===== config.mk =====
export PLATFORM = sky130hd
export DESIGN_NAME = fifo_sync_param
export DESIGN_NICKNAME = d
export VERILOG_FILES = /design/src/rtl/fifo_sync_param.sv
export SDC_FILE = /design/constraint.sdc
export NUM_CORES = 1
export LEC_CHECK = 0
export CORE_UTILIZATION = 55
export CTS_CLUSTER_DIAMETER = 150
export DETAILED_ROUTE_END_ITERATION = 7
export GPL_ROUTABILITY_DRIVEN = 1
export PLACE_DENSITY_LB_ADDON = 0.1
export SYNTH_ARGS = -nofsm -noshare
export SYNTH_HDL_FRONTEND = slang
export SYNTH_SLANG_ARGS = --single-unit

===== constraint.sdc =====
create_clock -name clk -period 4.43 [get_ports clk]
set_input_delay 0.886 -clock clk [delete_from_list [all_inputs] [get_ports clk]]
set_output_delay 0.886 -clock clk [all_outputs]
set_load 0.01 [all_outputs]

===== src/rtl/fifo_sync_param.sv =====
// Single-clock first-word-fall-through FIFO with occupancy tracking, programmable
// almost-full/almost-empty thresholds, synchronous flush and a sticky overflow flag.
module fifo_sync_param #(
  parameter int WIDTH    = 16,
  parameter int DEPTH    = 8,
  parameter int AF_LEVEL = 6,
  parameter int AE_LEVEL = 2
) (
  input  logic                     clk,
  input  logic                     rst,
  input  logic                     clr,
  input  logic                     data_1_en,
  input  logic [WIDTH-1:0]         data_1,
  output logic                     buffer_full,
  output logic                     almost_full,
  input  logic                     data_2_ready,
  output logic [WIDTH-1:0]         data_2,
  output logic                     data_2_valid,
  output logic                     buffer_empty,
  output logic                     almost_empty,
  output logic [$clog2(DEPTH):0]   level,
  output logic                     overflow
);

  localparam int AW = $clog2(DEPTH);
  localparam logic [AW:0] FULL_LVL = (AW+1)'(DEPTH);
  localparam logic [AW:0] AF_LVL   = (AW+1)'(AF_LEVEL);
  localparam logic [AW:0] AE_LVL   = (AW+1)'(AE_LEVEL);

  logic [WIDTH-1:0] mem [DEPTH];
  logic [AW-1:0]    wr_ptr;
  logic [AW-1:0]    rd_ptr;
  logic [AW:0]      level_q;
  logic             overflow_q;
  logic             push;
  logic             pop;

  // A full buffer refuses writes even when a pop frees a slot in the same cycle.
  assign push = data_1_en & ~buffer_full;
  assign pop  = data_2_valid & data_2_ready;

  always_ff @(posedge clk or negedge rst) begin
    if (!rst) begin
      wr_ptr     <= '0;
      rd_ptr     <= '0;
      level_q    <= '0;
      overflow_q <= 1'b0;
    end else if (clr) begin
      wr_ptr     <= '0;
      rd_ptr     <= '0;
      level_q    <= '0;
      overflow_q <= 1'b0;
    end else begin
      if (push) begin
        wr_ptr <= wr_ptr + 1'b1;
      end
      if (pop) begin
        rd_ptr <= rd_ptr + 1'b1;
      end
      case ({push, pop})
        2'b10:   level_q <= level_q + 1'b1;
        2'b01:   level_q <= level_q - 1'b1;
        default: level_q <= level_q;
      endcase
      if (data_1_en && buffer_full) begin
        overflow_q <= 1'b1;
      end
    end
  end

  // Storage carries no reset; only the pointers and level define what is valid.
  always_ff @(posedge clk) begin
    if (push && !clr) begin
      mem[wr_ptr] <= data_1;
    end
  end

  assign level        = level_q;
  assign overflow     = overflow_q;
  assign buffer_full  = (level_q == FULL_LVL);
  assign buffer_empty = (level_q == '0);
  assign data_2_valid = ~buffer_empty;
  assign almost_empty = (level_q <= AE_LVL);
  assign data_2       = data_2_valid ? mem[rd_ptr] : '0;

  generate
    if (AF_LEVEL == 0) begin : g_af_always
      assign almost_full = 1'b1;
    end else begin : g_af_cmp
      assign almost_full = (level_q >= AF_LVL);
    end
  endgenerate

endmodule

==> summary.md <==
| Metric | Value |
|---|---|
| Worst-Margin Slew | `0.820 ns` |
| Clock-pin transition on the worst setup and hold timing paths | `around 0.06 ns` |
| Gr usage total | `22.2%` |
| Std-Cell Rows | `36` |
| CTS tree | `done` |
| Via Count | `~2,900` |
| Max Transition Viols Final | `0` |
| Clk Latency, worst-skew pair | `about 0.50 ns` |
| Most frequent cells in the layout | `128 x edfxtp_1, 46 x clkdlybuf4s50_1, 32 x mux4_2, 31 x nor2_1, 18 x mux2i_1` |
| Synth cell types | `36` |
| Initial DRC Count | `about 150` |
| HPWL after DPL | `6380 um` |
| RSZ-0062 raised after global routing | `false` |
| Hold buffers post-CTS | `0` |
| Final WS setup | `between 0.7 and 0.8 ns` |
| DP Worst Slack | `around 1.3 ns` |
| Post CTS Setup Buffer Count | `0` |
| Crit. End Element | `output pin` |
| DIE HEIGHT | `between 100 and 150 um` |
| Sequential-to-total area share from yosys stat | `between 70% and 80%` |
| Vias per inst | `about 5.8` |
| # DRC | `0` |
| Worst path required time | `between 3 and 4 ns` |
| Static Leak | `~0.0023 uW` |
| Vias in the first global route | `2,905` |
| Max transition margin | `between 40 and 50%` |
| Post-CTS sizing | `0` |
| Worst Path Buf+Inv | `2` |
| Synth Register Bits | `139` |
| Worst-case clock buffer depth | `2` |
| Total Wirelength | `between 10,000 and 15,000 um` |
| Initial Util | `a little under three fifths` |
| Root buf cell | `clkbuf_8` |
| Cts bufs inserted | `17` |
| CP Cell Sequence | `buf_12 -> mux4_2 -> mux2i_1 -> nor2_1 -> clkdlybuf4s50_1` |
| Core Box Area | `~0.01 sq mm` |
| Die area | `~0.011 sq mm` |
| Fin nets | `between 300 and 400` |
| Status | `complete, no violations` |
| Mean post-synth cell area | `~19 sq um` |
| ANT cells | `0` |
| Final Critical Period | `3.66 ns` |
| Maxcap violations | `0` |
| Max Freq | `around 270 MHz` |
| CP Max Fanout | `18` |
| Crit start category | `flip-flop` |
| Final setup vio count | `0` |
| I/O Buffers | `46` |
| TritonRoute pass-1 iters | `4` |
| Initial antenna violation count | `0` |
| GP Congestion | `between 0.8 and 0.9` |
| Share of layout cells above drive strength 1 | `a little under a quarter` |
| I/O pin cnt | `47` |
| Commonest non-fill, non-tap cell in the layout | `edfxtp_1` |
| CTS sink cnt | `around 140` |
| Syn-to-layout area delta | `22.4%` |
| Syn_nets | `approximately 320` |
| Worst stage delay on the critical path | `roughly 0.76 ns` |
| Setup TNS | `0 ns` |
| Mapped Cells | `between 200 and 300` |
| Worst min path class | `flip-flop to flip-flop` |
| Final ANT Viol Nets | `0` |
| Kind of critical path | `flip-flop to output pin` |
| CP delay by family, top | `buffers and inverters` |
| Pwr dens | `591 mW/mm^2` |
| Largest net degree at the start of global routing | `19` |
| Fin. Hold Viols | `0` |
| Post-Syn Area | `about 0.0057 sq mm` |
| Tcrit/Tclk final | `82.7%` |
| WL/cell | `between 20 and 25 um` |
| Die width | `around 100 um` |
| GRT overflow | `0` |
| Clock skew | `between 0.004 and 0.005 ns` |
| Worst-path cell with the longest stage delay | `dfrtp_2` |
| Crit path DAT | `around 2.8 ns` |
| Worst VDD drop | `~0.00035 V` |
| Synth warn | `0` |
| First-pass GRT wire length | `~16,000 um` |
| H-Tree Depth | `4` |
[stage by stage]
step | hold slack [ns] | instance area (sq um) | instances | power, uW | util, %
3_3_place_gp | 0.480 | 6310 | 471 | 2700 | 64.0
2_1_floorplan | 0.529 | 5650 | 297 | 2310 | -
4_1_cts | 0.508 | 6920 | 503 | 4130 | 70.1
5_1_grt | 0.579 | 6920 | 503 | 4270 | 70.1
6_report | 0.500 | 6920 | 503 | 4090 | 70.1
3_5_place_dp | 0.493 | 6310 | 471 | 2720 | 64.0
[synthesized netlist by cell type, drive strengths merged]
library cell / number / area (sq um)
a211oi: 2 / 27.5
a21o: 1 / 7.51
a21oi: 5 / 25.0
a31oi: 1 / 6.26
and3b: 1 / 8.76
buf: 14 / 87.6
clkbuf: 5 / 18.8
dfrtp: 11 / 275
edfxtp: 128 / 3840
ha: 4 / 50.1
inv: 4 / 15.0
mux2i: 18 / 180
mux4: 32 / 721
nand2: 5 / 18.8
nand2b: 3 / 18.8
nand3: 7 / 47.6
nand3b: 2 / 15.0
nand4b: 2 / 17.5
nor2: 31 / 116
nor3: 5 / 25.0
o21ai: 3 / 15.0
o22ai: 1 / 6.26
o311a: 1 / 10.0
o31ai: 1 / 7.51
o41ai: 1 / 8.76
or3: 1 / 6.26
or4: 1 / 11.3
or4b: 1 / 10.0
xnor2: 2 / 17.5
xor2: 4 / 35.0
[cell type report]
cell class              count  area (sq um)
flip-flops and latches    139          4120
inverters                   4          15.0
fillers                   631          2950
clock inverters            15           190
clock buffers              17           414
well taps                 133           166
multi-input cells         135          1420
repair buffers             60           591
[final timing paths]
path                                  startpoint                     to  slack [ns]  cells after the start
min                         overflow$_DFFE_PN0P_   overflow$_DFFE_PN0P_        0.50                      2
max                        rd_ptr[0]$_DFFE_PN0P_              data_2[3]        0.77                      5
min reg2reg                 overflow$_DFFE_PN0P_   overflow$_DFFE_PN0P_        0.50                      2
max in group asynchronous                    rst  rd_ptr[0]$_DFFE_PN0P_        3.29                      1
max reg2reg                 level[1]$_DFFE_PN0P_   level[3]$_DFFE_PN0P_        2.12                      8
min in group asynchronous                    rst   overflow$_DFFE_PN0P_        0.74                      1
[routing by layer]
layer / vias up / track usage (%) / wire (um) / part of all wire [%]
met5: - / 0 / 0 / 0
met4: 0 / 7.48 / 101 / 0.94
met3: 9 / 4.64 / 268 / 2.5
met2: 47 / 37.1 / 5490 / 51
met1: 1539 / 29.4 / 4830 / 45
li1: 1306 / - / - / -
[state kept, by name, summed over array words and instances (netlist names)]
| signal | count |
|---|---|
| overflow | 1 |
| rd_ptr | 3 |
| mem | 128 |
| wr_ptr | 3 |
| level | 4 |
[worst min-delay path, cell delays in order (launching register included)]
cell	delay (ns)
dfrtp_1	0.34
a21oi_1	0.04
nor2_1	0.08
[power breakdown]
part | leakage [uW] | switching (uW) | internal, uW
sequential | 0.00130 | 119 | 1500
combinational | 0.000689 | 459 | 605
clock | 0.000288 | 544 | 867
total | 0.00228 | 1120 | 2970
[cells by family (layout without fill, tap and decap cells)]
group / after synthesis / in the layout / synth area share, %
buffers and inverters: 23 / 96 / 2.15
flip-flops: 139 / 139 / 72.9
AND/OR/NAND/NOR: 59 / 59 / 5.22
XOR/XNOR: 6 / 6 / 0.930
multiplexers: 50 / 50 / 15.9
adder cells (fa/ha/maj): 4 / 4 / 0.885
AO/OA/AOI/OAI: 16 / 16 / 2.01
No activity file was read; power rests on OpenSTA's default activity.
